## src/rtl/pe_ws_dbuf.sv

```systemverilog
// pe_ws_dbuf: weight-stationary systolic MAC processing element.
// The weight is double-buffered: a shadow weight is streamed down the column
// while the active weight feeds the multiplier. A swap request promotes the
// shadow weight to active. Activations move left to right and partial sums
// move top to bottom, each qualified by a valid bit. An optional register
// stage sits between the multiplier and the adder. The accumulator can
// either saturate or wrap, and a sticky flag records every overflow.

module pe_ws_dbuf #(
    parameter int A_W      = 8,
    parameter int W_W      = 8,
    parameter int ACC_W    = 32,
    parameter int MUL_PIPE = 0,
    parameter int SAT_EN   = 1
) (
    input  logic                    CLK,
    input  logic                    RESET,
    input  logic                    EN,
    input  logic signed [A_W-1:0]   act_in,
    input  logic                    act_vld_in,
    output logic signed [A_W-1:0]   act_out,
    output logic                    act_vld_out,
    input  logic signed [ACC_W-1:0] in_sum,
    output logic signed [ACC_W-1:0] out_sum,
    output logic                    out_vld,
    input  logic signed [W_W-1:0]   w_in,
    input  logic                    w_ld_in,
    output logic signed [W_W-1:0]   w_out,
    output logic                    w_ld_out,
    input  logic                    w_swap_in,
    output logic                    w_swap_out,
    input  logic                    clr_flags,
    output logic                    ovf,
    output logic                    swap_err
);

    localparam int P_W = A_W + W_W;
    localparam int S_W = ACC_W + 1;
    localparam logic signed [ACC_W-1:0] ACC_MAX = {1'b0, {(ACC_W-1){1'b1}}};
    localparam logic signed [ACC_W-1:0] ACC_MIN = {1'b1, {(ACC_W-1){1'b0}}};

    // The adder needs room for the full product plus one carry bit.
    if (ACC_W < A_W + W_W + 1) begin : g_bad_acc_w
        $error("pe_ws_dbuf: ACC_W must be at least A_W+W_W+1");
    end

    // ------------------------------------------------------------------
    // State
    // ------------------------------------------------------------------
    logic signed [A_W-1:0]   r_act_out;
    logic                    r_act_vld_out;
    logic signed [W_W-1:0]   r_shadow;
    logic                    r_shadow_vld;
    logic signed [W_W-1:0]   r_active;
    logic                    r_active_vld;
    logic signed [W_W-1:0]   r_w_out;
    logic                    r_w_ld_out;
    logic                    r_w_swap_out;
    logic signed [ACC_W-1:0] r_out_sum;
    logic                    r_out_vld;
    logic                    r_ovf;
    logic                    r_swap_err;

    // ------------------------------------------------------------------
    // Combinational datapath
    // ------------------------------------------------------------------
    logic signed [W_W-1:0]   w_weight;
    logic signed [P_W-1:0]   w_prod;
    logic signed [P_W-1:0]   w_add_prod;
    logic signed [ACC_W-1:0] w_add_in;
    logic                    w_add_vld;
    logic signed [S_W-1:0]   w_sum;
    logic                    w_sum_ovf;
    logic                    w_ovf_evt;
    logic                    w_swap_err_evt;
    logic signed [ACC_W-1:0] w_sum_res;

    // An active slot that was never loaded contributes nothing to the sum.
    assign w_weight = r_active_vld ? r_active : '0;

    // Both operands are sign-extended to the full product width before the multiply.
    assign w_prod = P_W'(act_in) * P_W'(w_weight);

    // A swap request finds no weight waiting in the shadow slot.
    assign w_swap_err_evt = w_swap_in & ~r_shadow_vld;

    // ------------------------------------------------------------------
    // Activation forwarding: one-cycle hop to the right neighbour
    // ------------------------------------------------------------------
    // Register the activation and its valid bit for the next PE in the row.
    // NOTE: Sequential state is assigned with <= so that every register samples pre-edge values.
    always_ff @(posedge CLK or posedge RESET) begin
        if (RESET) begin
            r_act_out     <= '0;
            r_act_vld_out <= 1'b0;
        end else if (EN) begin
            r_act_out     <= act_in;
            r_act_vld_out <= act_vld_in;
        end
    end

    // ------------------------------------------------------------------
    // Weight chain and shadow/active double buffer
    // ------------------------------------------------------------------
    // Load the shadow weight from the chain and promote it to active on a swap.
    always_ff @(posedge CLK or posedge RESET) begin
        if (RESET) begin
            r_shadow     <= '0;
            r_shadow_vld <= 1'b0;
            r_active     <= '0;
            r_active_vld <= 1'b0;
            r_w_out      <= '0;
            r_w_ld_out   <= 1'b0;
            r_w_swap_out <= 1'b0;
        end else if (EN) begin
            r_w_ld_out   <= w_ld_in;
            r_w_swap_out <= w_swap_in;
            if (w_ld_in) begin
                r_shadow <= w_in;
                r_w_out  <= w_in;
            end
            // On a simultaneous load and swap, active receives the old shadow value.
            if (w_swap_in && r_shadow_vld) begin
                r_active     <= r_shadow;
                r_active_vld <= 1'b1;
            end
            if (w_ld_in) begin
                r_shadow_vld <= 1'b1;
            end else if (w_swap_in) begin
                r_shadow_vld <= 1'b0;
            end
        end
    end

    // ------------------------------------------------------------------
    // Optional product register stage
    // ------------------------------------------------------------------
    if (MUL_PIPE == 0) begin : g_no_pipe
        assign w_add_prod = w_prod;
        assign w_add_in   = in_sum;
        assign w_add_vld  = act_vld_in;
    end else begin : g_pipe
        logic signed [P_W-1:0]   r_p1_prod;
        logic signed [ACC_W-1:0] r_p1_in;
        logic                    r_p1_vld;

        // Capture the product and the incoming partial sum together, one stage ahead of the adder.
        always_ff @(posedge CLK or posedge RESET) begin
            if (RESET) begin
                r_p1_prod <= '0;
                r_p1_in   <= '0;
                r_p1_vld  <= 1'b0;
            end else if (EN) begin
                r_p1_prod <= w_prod;
                r_p1_in   <= in_sum;
                r_p1_vld  <= act_vld_in;
            end
        end

        assign w_add_prod = r_p1_prod;
        assign w_add_in   = r_p1_in;
        assign w_add_vld  = r_p1_vld;
    end

    // ------------------------------------------------------------------
    // Accumulate with one guard bit, then saturate or wrap
    // ------------------------------------------------------------------
    assign w_sum     = S_W'(w_add_in) + S_W'(w_add_prod);
    assign w_sum_ovf = w_sum[ACC_W] ^ w_sum[ACC_W-1];
    assign w_ovf_evt = w_add_vld & w_sum_ovf;

    // Clamp to the signed ACC_W range when saturation is enabled; otherwise keep the low bits.
    always_comb begin
        // NOTE: The default assignment first means every path assigns the output, so no latch is inferred.
        w_sum_res = w_sum[ACC_W-1:0];
        if (SAT_EN != 0 && w_sum_ovf) begin
            w_sum_res = w_sum[ACC_W] ? ACC_MIN : ACC_MAX;
        end
    end

    // Drive the partial sum downward. The sum holds when no valid input arrives.
    always_ff @(posedge CLK or posedge RESET) begin
        if (RESET) begin
            r_out_sum <= '0;
            r_out_vld <= 1'b0;
        end else if (EN) begin
            if (w_add_vld) begin
                r_out_sum <= w_sum_res;
            end
            r_out_vld <= w_add_vld;
        end
    end

    // Sticky flags: a set event in the same cycle as clr_flags leaves the flag set.
    always_ff @(posedge CLK or posedge RESET) begin
        if (RESET) begin
            r_ovf      <= 1'b0;
            r_swap_err <= 1'b0;
        end else if (EN) begin
            r_ovf      <= w_ovf_evt | (r_ovf & ~clr_flags);
            r_swap_err <= w_swap_err_evt | (r_swap_err & ~clr_flags);
        end
    end

    // ------------------------------------------------------------------
    // Outputs
    // ------------------------------------------------------------------
    assign act_out     = r_act_out;
    assign act_vld_out = r_act_vld_out;
    assign out_sum     = r_out_sum;
    assign out_vld     = r_out_vld;
    assign w_out       = r_w_out;
    assign w_ld_out    = r_w_ld_out;
    assign w_swap_out  = r_w_swap_out;
    assign ovf         = r_ovf;
    assign swap_err    = r_swap_err;

endmodule

```

## config.mk

```make
export PLATFORM = sky130hd
export DESIGN_NAME = pe_ws_dbuf
export DESIGN_NICKNAME = d
export VERILOG_FILES = /design/src/rtl/pe_ws_dbuf.sv
export SDC_FILE = /design/constraint.sdc
export NUM_CORES = 1
export LEC_CHECK = 0
export CORE_ASPECT_RATIO = 1.25
export CORE_UTILIZATION = 58
export DETAILED_ROUTE_END_ITERATION = 8
export PLACE_DENSITY = 0.9
export REMOVE_ABC_BUFFERS = 1
export SLEW_MARGIN = 20
export SYNTH_ARGS = -nofsm -noshare
export SYNTH_HDL_FRONTEND = slang
export SYNTH_SLANG_ARGS = --single-unit
```

## constraint.sdc

```tcl
create_clock -name CLK -period 8.1 [get_ports CLK]
set_input_delay 1.215 -clock CLK [delete_from_list [all_inputs] [get_ports CLK]]
set_output_delay 1.215 -clock CLK [all_outputs]
set_load 0.02 [all_outputs]
```

==> results of run 1 <==
[cells in the mapped netlist, types with 2 or more instances]
master     instances  area share [%]
nor3b_1            2            0.18
mux2_2            24             3.3
nand3_1           20             1.2
o21bai_1           6            0.54
and3_1            36             2.7
ha_1              72              11
a21oi_1           37             2.2
inv_1            114             5.2
dfrtp_1           63              19
fa_1             140              34
nor3_1             7            0.42
xnor2_1           16             1.7
nor2_1            40             1.8
a31oi_1            4            0.30
o31ai_1           13             1.2
buf_2              5            0.30
and2_1             8            0.60
a2bb2oi_1          2            0.21
nand4b_1           2            0.21
xor2_1            12             1.3
o21ai_1            7            0.42
a22o_1            19             2.0
or3_1              3            0.23
clkbuf_1          24             1.1
nand2b_1           4            0.30
nor4_1             4            0.30
a21o_1             8            0.72
nand2_1           65             2.9
nor2b_1            3            0.23
nand4_1            5            0.38
o21ai_0           17             1.0
[layout make-up]
| cell class | instances | share of cell area (%) |
|---|---|---|
| Inverter | 115 | 4.337 |
| Tap cell | 175 | 2.200 |
| Multi-Input combinational cell | 604 | 62.00 |
| Clock inverter | 5 | 0.8171 |
| Sequential cell | 63 | 15.84 |
| Clock buffer | 11 | 2.439 |
| Timing Repair Buffer | 128 | 12.37 |
[placed cells by master (no fill, tap or decap), types with 16 or more instances in the layout]
cell	netlist	layout
a22o_1	19	19
nand2_1	65	65
dfrtp_1	63	63
clkdlybuf4s50_1	0	108
mux2_2	24	24
fa_1	140	140
xnor2_1	16	16
a21oi_1	37	37
nand3_1	20	20
nor2_1	40	40
ha_1	72	72
o21ai_0	17	17
buf_4	1	20
inv_1	114	113
and3_1	36	35
[cells by family (layout without fill, tap and decap cells)]
kind of cell | after synthesis | after routing | synth area share, %
adder cells (fa/ha/maj) | 212 | 212 | 44.62
AND/OR/NAND/NOR | 205 | 205 | 12.10
buffers and inverters | 145 | 259 | 6.678
AO/OA/AOI/OAI | 133 | 133 | 11.08
flip-flops | 63 | 63 | 18.99
XOR/XNOR | 29 | 29 | 3.150
multiplexers | 25 | 25 | 3.377
[metal layers]
layer	track usage [%]	up-vias	part of all wire, %
met5	0	-	0
met4	15.32	0	4.1
met3	4.185	65	4.9
met2	52.17	272	54
met1	33.38	3201	37
li1	-	2922	-
[registers in the layout, indices dropped and copies added, names as in the netlist]
name,count
act_out,8
out_sum,32
out_vld,1
ovf,1
r_active,8
r_active_vld,1
r_shadow_vld,1
swap_err,1
w_ld_out,1
w_out,8
w_swap_out,1
[worst min-delay path: stages (launching register included)]
cell and delay, ns:
dfrtp_1 0.34, nand2_1 0.05, o31ai_1 0.06
[metrics by stage]
step / cells / hold slack, ns / util [%]
global route: 1101 / 0.5121 / 71.74
floorplan: 782 / 0.4579 / -
detailed placement: 1085 / 0.4709 / 69.41
global placement: 1085 / 0.4615 / 69.41
CTS: 1101 / 0.4832 / 71.74
finish: 1101 / 0.4860 / 71.74
[path summary, 6_finish.rpt]
| path | cells past startpoint | startpoint | slack [ns] | endpoint |
|---|---|---|---|---|
| min in group asynchronous | 3 | RESET | 1.43 | out_sum[31] |
| setup / recovery | 19 | act_in[7] | 0.61 | out_sum[7] |
| max in group asynchronous | 3 | RESET | 6.14 | r_active[4] |
| hold reg to reg | 2 | out_sum[1] | 0.49 | out_sum[1] |
| hold / removal | 2 | out_sum[1] | 0.49 | out_sum[1] |
| setup reg to reg | 20 | r_active_vld | 1.16 | out_sum[30] |
==> impl_metrics.py, run 1 <==
metrics = {
    "setup_path": {
        "critPathLaunchType": "primary input",
        "slowest_stage": "clkdlybuf4s50_1",
        "crit_family": "adder cells",
        "critPathMaxFanout": 20,
        "critical_path.max_stage_delay_ns": 0.66,
        "crit_arrival_ns": 7.72,
        "path_cells": "clkdlybuf4s50_1 -> nand3_1 -> fa_1 -> fa_1 -> inv_1 -> buf_4 -> fa_1 -> fa_1 -> ha_1 -> ha_1 -> nand4_1 -> nor2_1 -> and3_1 -> a32oi_1 -> inv_2 -> or4_1 -> and2_4 -> o21ba_1 -> a22o_1",
        "cp-end-kind": "flip-flop",
        "critical_path_required_ns": 8.33,
        "path_buf_inv": 4,
        "crit_type": "in -> reg",
        "crit_top_cell": "fa_1",
    },
    "clock_network": {
        "path_clk_slew_ns": 0.05,
        "cts_tree": "yes",
        "worstSkewPairLatency_ns": 0.35,
        "postCtsSetupRepairBufs": 0,
        "clock_sinks": 63,
        "cts_resized": 0,
        "cts_hold_buf": 0,
        "numCtsBuffers": 9,
        "clockBufferDepth": 2,
        "htree_levels": 3,
        "ctsRootBufferMaster": "clkbuf_16",
    },
    "timing": {
        "hold_viol_final": 0,
        "period_share_pct": 92.42,
        "tightest_slew_ns": 0.8032,
        "fin_ws_ns": 0.6141,
        "setup_viol": 0,
        "layout_min_cycle_time_ns": 7.486,
        "fmax_mhz": 133.6,
        "maxSlewHeadroom_pct": 46.45,
        "tns_ns": 0,
        "rsz0062_at_grt": "false",
        "clock_skew_ns": 0.006565,
        "drv_slew": 0,
    },
    "placement": {
        "placedInstanceArea_mm2": 0.009629,
        "dp_slack_ns": 0.2719,
        "port_buffers": 108,
        "gp_congestion": 0.8974,
        "dp.final_hpwl_um": 15590,
    },
    "final_layout": {
        "syn_to_final_growth_pct": 19.91,
        "diodes": 0,
        "nNetsFinal": 1188,
        "n_fill_cell": 946,
        "multi_input_area_mm2": 0.006171,
        "regArea_mm2": 0.001577,
        "final_layout_size_suffix_gt1_share_pct": 7.667,
        "finalInstanceArea_mm2": 0.009953,
    },
    "logic_synthesis": {
        "avgSynthCellArea_um2": 10.22,
        "yosysWarnings": 0,
        "yosysSeqAreaShare_pct": 18.99,
        "synth.distinct_cells": 61,
        "ys.flop_type": "dfrtp_1",
        "synthArstFlopShare_pct": 100.0,
        "synth_cells": 812,
        "synth_area_mm2": 0.008300,
        "synth_edf_count": 0,
        "ys_ff_latch": 63,
    },
    "floorplan": {
        "die_area_mm2": 0.01480,
        "pin_count": 109,
        "std_cell_rows": 48,
        "die_w_um": 109,
        "initial_core_util_pct": 59.83,
        "core-area_mm2": 0.01387,
        "die_height_um": 135.8,
    },
    "routing": {
        "viasPerCell": 5.867,
        "routed_wl_um": 20160,
        "vias": 6460,
        "ant_nets": 0,
        "dr.pass1.iters": 6,
        "post_drt_wl_per_cell_um": 18.31,
        "first_iter_violations": 480,
        "drc": 0,
    },
    "run": {
        "max_cap_viol_count": 0,
    },
    "worst_hold_path": {
        "hold_path.class": "reg -> reg",
    },
    "grt": {
        "grt_pass1_wl_um": 32860,
        "grt_overflow_total": 0,
        "grt_pass1_vias": 6974,
        "antenna_found_initial": 0,
        "track_usage_pct": 29.20,
        "grt_max_degree": 64,
    },
    "run_status": {
        "status": "finished, final reports clean",
    },
}
Power of run 1 is not shown: default switching activity piles up to over one toggle a cycle in this logic, so the estimate is an artifact.
==> inputs of run 2 (changes only) <==
CORE_ASPECT_RATIO = not set   (was 1.25)
==> impl_metrics.py, run 2 (same netlist as run 1, synthesis figures left out) <==
metrics = {
    "final_layout": {
        "n_fill_cell": 976,
        "final_common_cell": "fa_1",
        "nNetsFinal": 1185,
        "final_cell_mix": "fa_1 (140), inv_1 (113), clkdlybuf4s50_1 (108), ha_1 (72), nand2_1 (65)",
        "finalInstanceArea_mm2": 0.009899,
        "final_layout_size_suffix_gt1_share_pct": 7.383,
        "diodes": 0,
        "largest_reg_flops": 32,
        "fin_cells": 1101,
        "syn_to_final_growth_pct": 19.26,
    },
    "timing": {
        "clock_skew_ns": 0.006163,
        "fmax_mhz": 131.8,
        "setup_viol": 0,
        "period_share_pct": 93.66,
        "rsz0062_at_grt": "false",
        "maxSlewHeadroom_pct": 44.52,
        "layout_min_cycle_time_ns": 7.586,
        "hold_viol_final": 0,
        "drv_slew": 0,
        "tightest_slew_ns": 0.8321,
        "tns_ns": 0,
    },
    "setup_path": {
        "cp-end-kind": "flip-flop",
        "critPathMaxFanout": 14,
        "crit_arrival_ns": 7.84,
        "critical_path_required_ns": 8.36,
        "crit_type": "in -> reg",
        "critPathLaunchType": "primary input",
    },
    "clock_network": {
        "postCtsSetupRepairBufs": 0,
        "path_clk_slew_ns": 0.05,
        "clock_sinks": 63,
        "cts_resized": 0,
        "cts_hold_buf": 0,
        "htree_levels": 3,
        "clockBufferDepth": 2,
        "numCtsBuffers": 9,
        "cts_tree": "yes",
        "worstSkewPairLatency_ns": 0.33,
        "ctsRootBufferMaster": "clkbuf_16",
    },
    "routing": {
        "drc": 0,
        "routed_wl_um": 19520,
        "ant_nets": 0,
        "first_iter_violations": 502,
        "vias": 6481,
        "dr.pass1.iters": 5,
        "viasPerCell": 5.886,
        "post_drt_wl_per_cell_um": 17.73,
    },
    "floorplan": {
        "die_height_um": 121.6,
        "std_cell_rows": 43,
        "core-area_mm2": 0.01393,
        "die_w_um": 121.6,
        "pin_count": 109,
        "initial_core_util_pct": 59.57,
        "die_area_mm2": 0.01479,
    },
    "run_status": {
        "status": "finished, final reports clean",
    },
    "placement": {
        "dp.final_hpwl_um": 15480,
        "gp_congestion": 0.9411,
        "port_buffers": 108,
        "dp.cells": 1087,
        "placedInstanceArea_mm2": 0.009613,
    },
    "grt": {
        "grt_max_degree": 64,
        "grt_pass1_vias": 6681,
        "grt_overflow_total": 0,
        "antenna_found_initial": 0,
        "grt_pass1_wl_um": 32040,
        "track_usage_pct": 28.37,
    },
    "run": {
        "max_cap_viol_count": 0,
    },
    "worst_hold_path": {
        "hold_path.class": "reg -> reg",
    },
}
## run 2: changes by cell type in the layout (fill, tap and decap cells not counted), sizes merged
cell and change:
clkbuf -1, bufinv -1, buf -3
## run 2: critical path, stage by stage
cell	delay [ns]
clkdlybuf4s50_1	0.70
nand3_1	0.30
fa_1	0.63
fa_1	0.54
inv_1	0.54
fa_1	0.56
fa_1	0.44
ha_1	0.29
ha_1	0.44
a21oi_1	0.20
nand2_1	0.07
o21ai_0	0.35
nor2_1	0.12
a2111oi_2	0.47
nor3_1	0.15
or4b_1	0.49
and3_1	0.18
a2bb2oi_1	0.14
## run 2: final cells by class
cell class	count	area, um^2	share of cell area (%)
clock buffers	10	239.0	2.414
clock inverters	4	47.55	0.4803
inverters	115	431.7	4.360
multi-input cells	604	6171	62.34
flip-flops and latches	63	1577	15.93
well taps	180	225.2	2.275
repair buffers	125	1209	12.21
## run 2: stage by stage
stage	util, %	worst slack, ns	hold WS [ns]
after floorplan	-	0.2662	0.4579
after global placement	68.99	0.3632	0.4650
after detailed placement	68.99	0.1030	0.4697
after CTS	71.04	0.4389	0.4816
after global routing	71.04	0.2197	0.5092
final	71.04	0.5137	0.4802
## run 2: final timing paths
| path | to | slack (ns) | startpoint | depth (start not counted) |
|---|---|---|---|---|
| min in group asynchronous | out_sum[29] | 1.45 | RESET | 3 |
| setup / recovery | out_sum[30] | 0.51 | act_in[7] | 18 |
| hold reg to reg | out_sum[1] | 0.48 | out_sum[1] | 2 |
| max in group asynchronous | r_active[5] | 6.10 | RESET | 3 |
| setup reg to reg | out_sum[30] | 1.22 | r_active_vld | 21 |
| hold / removal | out_sum[1] | 0.48 | out_sum[1] | 2 |
## run 2: layer usage
| layer | vias to the layer above | wire length (um) | GRT usage [%] |
|---|---|---|---|
| met3 | 54 | 1109 | 4.448 |
| met5 | - | 0 | 0 |
| met2 | 273 | 10040 | 48.37 |
| met4 | 0 | 532 | 9.877 |
| met1 | 3231 | 7838 | 36.86 |
| li1 | 2923 | - | - |
Power of run 2 is left out for the same reason.
==> inputs of run 3 (changes only) <==
CAP_MARGIN = 0   (was not set)
==> results of run 3 <==
No change in the layout: final DEF, timing and power equal those of run 2.
Power of run 3 is left out for the same reason.
